`config.mk`:
```
export PLATFORM = sky130hd
export DESIGN_NAME = lane_sat_accum
export DESIGN_NICKNAME = d
export VERILOG_FILES = /design/src/rtl/lane_sat_accum_pkg.sv /design/src/rtl/lane_sat_accum_lane.sv /design/src/rtl/lane_sat_accum.sv
export SDC_FILE = /design/constraint.sdc
export NUM_CORES = 1
export LEC_CHECK = 0
export CORE_MARGIN = 2
export CORE_UTILIZATION = 56
export DETAILED_ROUTE_END_ITERATION = 10
export HOLD_SLACK_MARGIN = 0.03
export PLACE_DENSITY = 0.81
export SLEW_MARGIN = 20
export SYNTH_ARGS = -nofsm -noshare
export SYNTH_HDL_FRONTEND = slang
export SYNTH_SLANG_ARGS = --single-unit
```
`constraint.sdc`:
```
create_clock -name clk -period 4.7 [get_ports clk]
set_clock_uncertainty 0.15 [all_clocks]
set_input_delay 0.94 -clock clk [delete_from_list [all_inputs] [get_ports clk]]
set_output_delay 0.94 -clock clk [all_outputs]
set_load 0.02 [all_outputs]
```
`src/rtl/lane_sat_accum_pkg.sv`:
```
`default_nettype none
// ============================================================================
// Module      : lane_sat_accum_pkg
// Description : Shared types and helpers for the multi-lane saturating
//               frame accumulator.
// Revision    : 1.0 - initial release
// ============================================================================
package lane_sat_accum_pkg;

    // Frame FSM: no beat yet, beats being gathered, result presented.
    typedef enum logic [1:0] {
        IDLE  = 2'd0,
        ACCUM = 2'd1,
        HOLD  = 2'd2
    } state_e;

    // Clamp a sign-extended value to the signed range of 'width' bits.
    // The result is returned sign-extended to 64 bits so the caller can
    // detect a clamp by comparing against the unclamped value.
    function automatic logic signed [63:0] sat_clamp(
        input logic signed [63:0] value,
        input int                 width
    );
        logic signed [63:0] v_max;
        logic signed [63:0] v_min;
        v_max = (64'sd1 <<< (width - 1)) - 64'sd1;
        v_min = -v_max - 64'sd1;
        if (value > v_max) begin
            return v_max;
        end else if (value < v_min) begin
            return v_min;
        end
        return value;
    endfunction

endpackage : lane_sat_accum_pkg
`default_nettype wire

```
`src/rtl/lane_sat_accum_lane.sv`:
```
`default_nettype none
// ============================================================================
// Module      : sat_add_lane
// Description : One accumulator lane: acc + sext(sample) + zext(bias),
//               clamped to ACC_W signed bits, with a sticky clamp flag.
//               Exposes the post-beat value so the top level can capture
//               the closing beat's contribution in the same cycle.
// Revision    : 1.0 - initial release
// ============================================================================
module sat_add_lane
    import lane_sat_accum_pkg::*;
#(
    parameter int W     = 8,
    parameter int ACC_W = 12
) (
    input  logic             clk,
    input  logic             rst_n,
    input  logic             i_en,
    input  logic             i_clr,
    input  logic [W-1:0]     i_data,
    input  logic [W-1:0]     i_bias,
    output logic [ACC_W-1:0] o_acc_next,
    output logic             o_sat_next
);

    localparam int c_SUM_W = ACC_W + 2;

    logic [ACC_W-1:0]          r_acc;
    logic                      r_sat;
    logic signed [c_SUM_W-1:0] w_sum;
    logic signed [63:0]        w_wide;
    logic signed [63:0]        w_clamped;
    logic                      w_clip;

    // Two guard bits hold the worst case acc + max sample + max bias.
    assign w_sum = $signed({{2{r_acc[ACC_W-1]}}, r_acc})
                 + $signed({{(c_SUM_W-W){i_data[W-1]}}, i_data})
                 + $signed({{(c_SUM_W-W){1'b0}}, i_bias});

    assign w_wide     = {{(64-c_SUM_W){w_sum[c_SUM_W-1]}}, w_sum};
    assign w_clamped  = sat_clamp(w_wide, ACC_W);
    assign w_clip     = (w_clamped != w_wide);
    assign o_acc_next = w_clamped[ACC_W-1:0];
    assign o_sat_next = r_sat | w_clip;

    // Accumulate on accepted beats; frame handshake or reset clears the lane.
    always_ff @(posedge clk) begin
        if (!rst_n || i_clr) begin
            r_acc <= '0;
            r_sat <= 1'b0;
        end else if (i_en) begin
            r_acc <= o_acc_next;
            r_sat <= o_sat_next;
        end
    end

endmodule : sat_add_lane
`default_nettype wire

```
`src/rtl/lane_sat_accum.sv`:
```
`default_nettype none
// ============================================================================
// Module      : lane_sat_accum
// Description : Multi-lane signed saturating frame accumulator with
//               valid/ready input and output. Frames close on in_last or
//               after MAX_BEATS beats; results are held until accepted.
// Revision    : 1.0 - initial release
// ============================================================================
module lane_sat_accum
    import lane_sat_accum_pkg::*;
#(
    parameter int W         = 8,
    parameter int NUM_CH    = 3,
    parameter int ACC_W     = 12,
    parameter int MAX_BEATS = 16,
    parameter int CNT_W     = $clog2(MAX_BEATS + 1)
) (
    input  logic                    clk,
    input  logic                    rst_n,
    input  logic                    in_valid,
    output logic                    in_ready,
    input  logic [W-1:0]            in_bias,
    input  logic [NUM_CH*W-1:0]     in_data,
    input  logic                    in_last,
    output logic                    out_valid,
    input  logic                    out_ready,
    output logic [NUM_CH*ACC_W-1:0] out_sum,
    output logic [CNT_W-1:0]        out_beats,
    output logic [NUM_CH-1:0]       out_sat
);

    localparam logic [CNT_W-1:0] c_MAX_CNT = CNT_W'(MAX_BEATS);

    state_e                    r_state;
    logic [CNT_W-1:0]          r_cnt;
    logic                      r_out_valid;
    logic [NUM_CH*ACC_W-1:0]   r_out_sum;
    logic [CNT_W-1:0]          r_out_beats;
    logic [NUM_CH-1:0]         r_out_sat;

    logic                      w_accept;
    logic                      w_close;
    logic                      w_clr;
    logic [CNT_W-1:0]          w_cnt_next;
    logic [NUM_CH*ACC_W-1:0]   w_sum_next;
    logic [NUM_CH-1:0]         w_sat_next;

    assign in_ready   = (r_state != HOLD);
    assign w_accept   = in_valid && in_ready;
    assign w_cnt_next = r_cnt + 1'b1;
    assign w_close    = w_accept && (in_last || (w_cnt_next == c_MAX_CNT));
    assign w_clr      = r_out_valid && out_ready;

    assign out_valid  = r_out_valid;
    assign out_sum    = r_out_sum;
    assign out_beats  = r_out_beats;
    assign out_sat    = r_out_sat;

    generate
        for (genvar gi = 0; gi < NUM_CH; gi++) begin : g_lane
            sat_add_lane #(
                .W     (W),
                .ACC_W (ACC_W)
            ) u_lane (
                .clk        (clk),
                .rst_n      (rst_n),
                .i_en       (w_accept),
                .i_clr      (w_clr),
                .i_data     (in_data[gi*W +: W]),
                .i_bias     (in_bias),
                .o_acc_next (w_sum_next[gi*ACC_W +: ACC_W]),
                .o_sat_next (w_sat_next[gi])
            );
        end
    endgenerate

    // Frame FSM: count beats, capture the result on close, release on handshake.
    always_ff @(posedge clk) begin
        if (!rst_n) begin
            r_state     <= IDLE;
            r_cnt       <= '0;
            r_out_valid <= 1'b0;
            r_out_sum   <= '0;
            r_out_beats <= '0;
            r_out_sat   <= '0;
        end else begin
            case (r_state)
                IDLE, ACCUM: begin
                    if (w_accept) begin
                        r_cnt <= w_cnt_next;
                        if (w_close) begin
                            r_state     <= HOLD;
                            r_out_valid <= 1'b1;
                            r_out_sum   <= w_sum_next;
                            r_out_beats <= w_cnt_next;
                            r_out_sat   <= w_sat_next;
                        end else begin
                            r_state <= ACCUM;
                        end
                    end
                end
                HOLD: begin
                    if (w_clr) begin
                        r_state     <= IDLE;
                        r_cnt       <= '0;
                        r_out_valid <= 1'b0;
                        r_out_sum   <= '0;
                        r_out_beats <= '0;
                        r_out_sat   <= '0;
                    end
                end
                default: begin
                    r_state <= IDLE;
                    r_cnt   <= '0;
                end
            endcase
        end
    end

endmodule : lane_sat_accum
`default_nettype wire

```
## After elaboration in Yosys (flattened, before gate mapping)

Index checks and enable logic that the tools add are counted.

- Bits in read-only memories: 0
- Memories kept: 0
- Memory bits (writable): 0
- Flip-flop bits (word level): 91
- Word-level logic and storage cells: 86
- Bits of input ports: 37
- Latch bits: 0
- Output and inout port bits: 46

- Bitwise logic cells: 3
- Reductions and logical operators: 11
- $lt $le $gt $ge: 6
- Equal/unequal tests: 10
- $mul: 0
- Shifts and indexed selects: 0
- $add $sub $neg: 7
- Mux-type cells: 37
- Div/mod/pow operators: 0

Operators with widths:

| cell | count |
|---|---|
| $mux 64 | 9 |
| $ne 64x14->1 | 3 |
| $mux 36 | 3 |
| $pmux 36 s2 | 1 |
| $add 13x9->14 | 3 |
| $gt 14x12->1 const B | 3 |
| $lt 14x12->1 const B | 3 |
| $add 12x8->13 | 3 |
| $mux 5 | 4 |
| $pmux 5 s2 | 2 |
| $mux 1 | 9 |
| $mux 3 | 3 |
| $mux 2 | 3 |
| $ne 2x2->1 const B | 3 |
| $pmux 3 s2 | 1 |
| $add 5x1->5 const B | 1 |
| $eq 5x5->1 const B | 1 |
| $pmux 2 s2 | 1 |
| $reduce_and 4->1 | 1 |
| $logic_and 1x1->1 | 3 |
| $or 1x1->1 | 3 |
| $eq 2x1->1 const B | 1 |
| $eq 2x2->1 const B | 1 |
| $logic_not 2->1 | 1 |
| 7 further kinds | 8 |

## Longest topological paths before layout

Gate-level depths: netlist of the first run.

- Depth after elaboration: 11
- Gate-level depth with buffers: 13
- Gate-level depth less buffers: 12

## By module

A second synthesis of the first run with hierarchy kept.

- Cell total of the unflattened synthesis: 698
- Area total of the unflattened synthesis: 6462.4 µm²

By module, submodules not included:

| module | cells an instance | seq. area each (µm²) | times used | area each (µm²) |
|---|---|---|---|---|
| lane_sat_accum | 153 | 1041.0 | 1 | 1853.0 |
| sat_add_lane at g_lane[0].u_lane | 191 | 260.2 | 1 | 1614.0 |
| sat_add_lane at g_lane[1].u_lane | 189 | 260.2 | 1 | 1575.3 |
| sat_add_lane at g_lane[2].u_lane | 165 | 260.2 | 1 | 1420.1 |

## Worst setup path before layout of the first run

OpenSTA, ideal clock, no wires.

- Path type: input -> register
- From: input port in_bias[1]
- To: register g_lane[1].u_lane.r_acc[4]
- Stages on the path: 13
- Buffers on the path: 1
- Data arrival time: 4.050 ns
- Slack: 0.361 ns
- Data required time: 4.411 ns
- Library setup time: 0.139 ns
- Cells stage by stage: inv_1 fa_1 inv_1 ha_1 fa_1 a211oi_2 o21ai_1 a31o_1 or4_1 a221o_1 buf_6 a21oi_2 o21ai_1

- Cells in the longest elaborated chain, start to end: 5
- Elaborated cells between the ends (all ways): 7
- Those cells by class: add/sub: 1; order compare: 2; mux: 4

RTL lines:

| what | line | RTL |
|---|---|---|
| start: declaration | lane_sat_accum.sv:22 | `input logic [W-1:0] in_bias,` |
| $add 13x9->14 * | lane_sat_accum_lane.sv:38 | `+ $signed({{(c_SUM_W-W){1'b0}}, i_bias});` |
| $lt 14x12->1 | lane_sat_accum_pkg.sv:30 | `end else if (value < v_min) begin` |
| $mux 1 | lane_sat_accum_pkg.sv:30 |  |
| $mux 1 | lane_sat_accum_pkg.sv:28 | `if (value > v_max) begin` |
| $mux 64 * | lane_sat_accum_pkg.sv:33 | `return value;` |
| end signal: assignment | lane_sat_accum_lane.sv:52 | `r_acc <= o_acc_next;` |
| end: declaration | lane_sat_accum_lane.sv:28 | `logic [ACC_W-1:0] r_acc;` |

Every way passes the cells marked *; elsewhere a longest branch is shown, timed or not.
A chain may end at the register's enable or synchronous reset.

## Worst setup path in the final report of the first run

- From: input port in_bias[1]
- To: register r_out_sat[0] (netlist: out_sat[0])

- Cells in the longest elaborated chain, start to end: 10
- Elaborated cells between the ends (all ways): 12
- Those cells by class: add/sub: 1; order compare: 2; eq/ne: 1; mux: 7; bitwise: 1

RTL lines:

| what | line | RTL |
|---|---|---|
| $add 13x9->14 * | lane_sat_accum_lane.sv:38 |  |
| $lt 14x12->1 | lane_sat_accum_pkg.sv:30 |  |
| $mux 1 | lane_sat_accum_pkg.sv:30 |  |
| $mux 1 | lane_sat_accum_pkg.sv:28 |  |
| $mux 64 | lane_sat_accum_pkg.sv:33 |  |
| $ne 64x14->1 * | lane_sat_accum_lane.sv:42 | `assign w_clip = (w_clamped != w_wide);` |
| $or 1x1->1 * | lane_sat_accum_lane.sv:44 | `assign o_sat_next = r_sat \| w_clip;` |
| $mux 3 * | lane_sat_accum.sv:91 | `if (w_close) begin` |
| $mux 3 * | lane_sat_accum.sv:89 | `if (w_accept) begin` |
| $pmux 3 s2 * | lane_sat_accum.sv:87 | `case (r_state)` |
| end signal: assignment | lane_sat_accum.sv:96 | `r_out_sat <= w_sat_next;` |
| end: declaration | lane_sat_accum.sv:39 | `logic [NUM_CH-1:0] r_out_sat;` |

Every way passes the cells marked *; elsewhere a longest branch is shown, timed or not. The select of a mux whose other input is x is not followed.

==> results.ini, run 1 <==
[status]
outcome = completed

[finish]
multi_input_area_sq_um = 4086
area_delta_synth_final_pct = 27.11
stdcell_area_sq_um = 7784
drive_gt1_share_pct = 14.22
n_antenna_cell = 0
fillers = 854
seq_area_sq_um = 1822
fin_nets = 973

[critical_path]
path_max_fanout = 3
worstPathRequired_ns = 4.80
crit_arrival_ns = 4.66
end_kind = flip-flop
critPathLaunchType = primary input
critPathKind = in -> reg

[job]
drv_cap = 0

[route]
vias = 6058
drtPass1Iterations = 5
wire_per_inst_microns = 17.05
drt-total-wl_mm = 17.13
drtIter0Drc = 346
postRouteAntennaNets = 0
via_per_inst = 6.028
drcViolationCount = 0

[die]
rows = 38
dieArea_sq_um = 11790
core_area_sq_um = 10750
die_width_microns = 108.6
initial_core_util_pct = 56.99
ios = 83
die_h_microns = 108.6

[sta]
max_slew_margin_pct = 41.30
finalHoldViolCount = 0
tightest_slew_ns = 0.8788
finalSetupTns_ns = 0
finalMaxSlewViolations = 0
report.final.setup_viol = 0
finalCritPeriodShare_pct = 96.90
fmax_ghz = 0.2196
rsz0062_at_grt = false
post-route-min-period_ns = 4.554

[placement]
globalplace.congestion = 0.9080
postPlaceCellArea_sq_um = 7575
hpwlAfterDp_mm = 13.16
port_buffers = 82

[logic_synthesis]
synth_nets = 832
synth_warnings = 0
synth_seq_area_share_pct = 29.75
ys_types = 67
synth_async_sr_flop_share_pct = 0
synth-seq-cells = 91
synthFlopType = dfxtp_1
netlist_instances = 719
synth.cell_area_sq_um = 6123
synth_edf_count = 0
syn_avg_cell_area_sq_um = 8.517

[cts]
cts_tree = built
htree_levels = 3
postCtsSetupBuffers = 0
root_buffer = clkbuf_8
clk_path_buf_depth = 2
cts-buffers-inserted = 9
clk_latency_ns = 0.38
clkTransAtPathRegs_ns = 0.10
cts.sinks = 91

[pwr]
vdd_drop_max_mv = 0.2529
p_leak_uw = 0.003211
p_per_area_nw_per_um2 = 500.9

[global_route]
antenna_found_initial = 0
grt_use_total_pct = 29.78
grt_pass1_vias = 5866
grt_max_degree = 27
grt_pass1_wl_mm = 27.50
grt-ovfl-total = 0

[hold_path]
holdCritPathClass = reg -> reg

==> metrics by stage <==
stage	hold slack, ns	utilization [%]	instances	worst slack (ns)	power, uW
global route	0.3246	72.44	1005	0.008197	4174
global placement	0.2868	70.49	989	-0.1999	3233
finish	0.3080	72.44	1005	0.1457	3899
CTS	0.3085	72.21	1005	0.1038	3853
floorplan	0.2750	-	719	0.3605	2517
detailed placement	0.2932	70.49	989	-0.2976	3320
==> critical path, stage by stage <==
cell and delay (ns):
clkdlybuf4s50_1 0.47, inv_1 0.09, buf_4 0.16, fa_1 0.52, inv_1 0.04, ha_1 0.22
fa_1 0.43, a21oi_1 0.23, o2111ai_1 0.19, a311o_1 0.37, a41oi_1 0.27, o211ai_2 0.16
buf_4 0.16, o32ai_1 0.27, o21ai_0 0.14
==> timing repair <==
item | 4_1_cts | 5_1_grt
endpoints found under the setup margin | 0 | 39
resized for setup | 0 | 6
hold buffers | 0 | 0
==> placed cells by master, fill, tap and decap left out, types with 6 or more instances in the layout <==
cell and n:
dfxtp_1 91, nand2_1 86, clkdlybuf4s50_1 82, buf_4 73
a21oi_1 60, ha_1 49, nor2_1 43, o21ai_0 40
inv_1 30, a22oi_1 26, fa_1 26, o21ai_1 19
nand3_1 18, a211oi_1 17, xnor2_1 15, a31oi_1 12
nor3_1 11, a21o_1 9, o211ai_1 9, a21oi_2 9
clkbuf_8 9, nand2b_1 8, o31ai_1 7, nor4_1 7
xor2_1 7, and3_1 6, o21a_1 6
==> power by group <==
group	internal [uW]	switching [uW]	leakage, uW	total, uW
clock network	202	319	0.0000897	521
logic	1060	1290	0.00238	2360
registers	919	103	0.000746	1020
==> worst paths after layout <==
check                           cells past startpoint                   endpoint                       from  slack (ns)
worst max-delay path                               15                 out_sat[0]                 in_bias[1]        0.15
worst min-delay path                                2                out_sum[16]                out_sum[16]        0.31
worst max register to register                     13  g_lane[1].u_lane.r_acc[5]  g_lane[1].u_lane.r_acc[1]        1.05
worst min register to register                      2                out_sum[16]                out_sum[16]        0.31
==> Yosys cell counts, types with 12 or more instances <==
| cell | n | share of area, % |
|---|---|---|
| dfxtp_1 | 91 | 30 |
| a31oi_1 | 12 | 1.2 |
| clkbuf_1 | 18 | 1.1 |
| nor2_1 | 45 | 2.8 |
| fa_1 | 27 | 8.8 |
| nand2_1 | 86 | 5.3 |
| o21ai_1 | 19 | 1.6 |
| inv_1 | 30 | 1.8 |
| nand3_1 | 18 | 1.5 |
| a211oi_1 | 18 | 2.2 |
| a22oi_1 | 26 | 3.2 |
| a21oi_1 | 61 | 5.0 |
| ha_1 | 49 | 10 |
| xnor2_1 | 15 | 2.1 |
| nor3_1 | 12 | 0.98 |
| o21ai_0 | 40 | 3.3 |
==> state kept, by name, indices dropped and copies added, names as in the netlist <==
name                 cells
g_lane.u_lane.r_acc     36
g_lane.u_lane.r_sat      3
out_beats                5
out_sat                  3
out_sum                 36
out_valid                1
r_cnt                    5
r_state                  2
==> layer usage <==
| layer | GRT usage, % | share of wire (%) | vias to the layer above |
|---|---|---|---|
| met5 | 0 | 0 | - |
| met2 | 49.24 | 47 | 235 |
| met1 | 38.17 | 42 | 2867 |
| li1 | - | - | 2921 |
| met4 | 12.91 | 2.7 | 0 |
| met3 | 5.184 | 7.4 | 35 |
==> layout make-up <==
cell class / instances / share of cell area, %
sequential: 91 / 23.40
clock inverter: 7 / 0.7716
multi-input combinational: 570 / 52.50
timing repair buffer: 157 / 17.99
inverter: 31 / 1.495
tap: 140 / 2.250
clock buffer: 9 / 1.591
==> kinds of logic after synthesis <==
group / count (synthesis) / share of synthesized area, %
XOR/XNOR: 22 / 3.147
multiplexers: 5 / 0.8378
AND/OR/NAND/NOR: 208 / 15.45
flip-flops: 91 / 29.75
buffers and inverters: 58 / 3.984
adder cells (fa/ha/maj): 76 / 18.84
AO/OA/AOI/OAI: 259 / 27.99
Power figures use the tool's default switching activity.
==> run 2: changes to the inputs <==
--- a/config.mk
+++ b/config.mk
@@ -5,11 +5,13 @@
 export SDC_FILE = /design/constraint.sdc
 export NUM_CORES = 1
 export LEC_CHECK = 0
+export CELL_PAD_IN_SITES_DETAIL_PLACEMENT = 2
+export CELL_PAD_IN_SITES_GLOBAL_PLACEMENT = 2
 export CORE_MARGIN = 2
-export CORE_UTILIZATION = 56
+export CORE_UTILIZATION = 34
 export DETAILED_ROUTE_END_ITERATION = 10
 export HOLD_SLACK_MARGIN = 0.03
-export PLACE_DENSITY = 0.81
+export PLACE_DENSITY_LB_ADDON = 0.1
 export SLEW_MARGIN = 20
 export SYNTH_ARGS = -nofsm -noshare
 export SYNTH_HDL_FRONTEND = slang
==> results.ini, run 2 (synthesized netlist as in run 1, its figures left out) <==
[status]
outcome = completed

[route]
drtIter0Drc = 246
drtPass1Iterations = 4
drcViolationCount = 0
postRouteAntennaNets = 0
wire_per_inst_microns = 20.34
vias = 6102
drt-total-wl_mm = 22.33
via_per_inst = 5.557

[critical_path]
path_cells = clkdlybuf4s50_1, inv_2, fa_1, inv_1, ha_1, fa_1, a21oi_1, o2111ai_1, a311o_1, a41oi_1, o211ai_4, a211oi_1, nor4_1
max_stage_delay_ns = 0.53
startpoint = in_bias[1]
crit_path_top_delay_cell = fa_1
worstPathRequired_ns = 4.78
worst_path_most_repeated_cell = fa_1
r2r_start = g_lane[0].u_lane.r_acc[1]
reg2reg_setup_slack_ns = 0.97
critPathLaunchType = primary input
crit_family = compound AO/OA/AOI/OAI gates
path_max_fanout = 12
crit_arrival_ns = 4.64
critPathKind = in -> reg
end_kind = flip-flop
crit_buf_inv = 3

[finish]
final_common_cell = dfxtp_1
drive_gt1_share_pct = 15.19
mostFrequentLayoutCells = dfxtp_1 (91), nand2_1 (86), clkdlybuf4s50_1 (82)
n_antenna_cell = 0
fin_nets = 977
fillers = 1990
area_delta_synth_final_pct = 31.75
fin_util_pct = 45.22

[sta]
finalMaxSlewViolations = 0
report.final.setup_viol = 0
whs_ns = 0.3134
max_slew_margin_pct = 36.05
post-route-min-period_ns = 4.552
finalCritPeriodShare_pct = 96.86
fmax_ghz = 0.2197
rsz0062_at_grt = false
tightest_slew_ns = 0.9541
finalHoldViolCount = 0

[die]
die_h_microns = 138.2
core_area_sq_um = 17840
rows = 49
die_width_microns = 138.2
dieArea_sq_um = 19100
initial_core_util_pct = 34.32
ios = 83

[placement]
globalplace.congestion = 0.9186
hpwlAfterDp_mm = 17.44
port_buffers = 82

[global_route]
grt_pass1_wl_mm = 36.70
grt-ovfl-total = 0
grt_max_degree = 32
grt_pass1_vias = 6939
grt_use_total_pct = 23.62
antenna_found_initial = 0

[job]
drv_cap = 0

[cts]
cts-buffers-inserted = 9
cts.sinks = 91
htree_levels = 3
root_buffer = clkbuf_16
clk_latency_ns = 0.36
clk_path_buf_depth = 2
cts_tree = built
clkTransAtPathRegs_ns = 0.08

[hold_path]
holdCritPathClass = reg -> reg
worstHoldStart = out_sum[19]

[pwr]
vdd_drop_max_mv = 0.2061
p_per_area_nw_per_um2 = 528.2
p_leak_uw = 0.003283

==> run 2: cell types whose count changed in the layout (fill, tap and decap cells not counted), moves of 2 or more <==
cell,previous run,this run
clkbuf_8,9,0
buf_4,73,77
a211oi_2,4,6
a211oi_1,17,15
clkbuf_16,0,9
==> run 2: through the flow <==
stage	cell area [sq um]	setup slack, ns	TNS [ns]	instances	power [uW]
after global routing	8068	0.01581	0	1098	4594
after detailed placement	7721	-0.3411	-18.43	1081	3473
after global placement	7721	-0.2419	-8.412	1081	3337
after floorplan	6123	0.3605	0	719	2517
final	8068	0.1478	0	1098	4261
after CTS	8013	0.0002411	0	1097	4261
==> run 2: repair_timing <==
| item | 4_1_cts | 5_1_grt |
|---|---|---|
| buffers inserted | 0 | 1 |
| hold endpoints to repair | 0 | 0 |
| hold buffers | 0 | 0 |
| endpoints found under the setup margin | 0 | 63 |
| gates resized for setup | 0 | 12 |
==> run 2: worst paths after layout <==
check,end,cells past startpoint
max,g_lane[0].u_lane.r_acc[7],13
min,out_sum[19],2
min reg2reg,out_sum[19],2
max reg2reg,g_lane[0].u_lane.r_acc[7],12
==> run 2: where the power goes <==
group / internal (uW) / switching [uW] / leakage, uW
clock: 374 / 372 / 0.000138
combinational: 1090 / 1400 / 0.00240
sequential: 919 / 110 / 0.000746
total: 2380 / 1880 / 0.00328
==> run 2: final cells by class <==
type,count,area (sq um),share of cell area [%]
Multi-Input combinational cell,570,4113,50.98
Clock inverter,7,66.31,0.8220
Tap cell,229,286.5,3.551
Sequential cell,91,1822,22.58
Clock buffer,9,225.2,2.792
Timing Repair Buffer,161,1439,17.83
Inverter,31,116.4,1.442
==> run 2: metal layers <==
metal | up-vias | part of all wire, % | GRT usage (%)
met1 | 3046 | 45 | 29.58
met5 | - | 0 | 0
met2 | 105 | 50 | 42.16
met4 | 0 | 2.3 | 6.928
met3 | 32 | 2.6 | 3.464
li1 | 2919 | - | -
==> run 2: worst register-to-register path, stage by stage, from the launching register on <==
cell and delay, ns:
dfxtp_1 0.35, inv_1 0.06, fa_1 0.47, inv_1 0.05, ha_1 0.22, fa_1 0.42
a21oi_1 0.22, o2111ai_1 0.21, a311o_1 0.38, a41oi_1 0.35, o211ai_4 0.23, a211oi_1 0.43
nor4_1 0.09
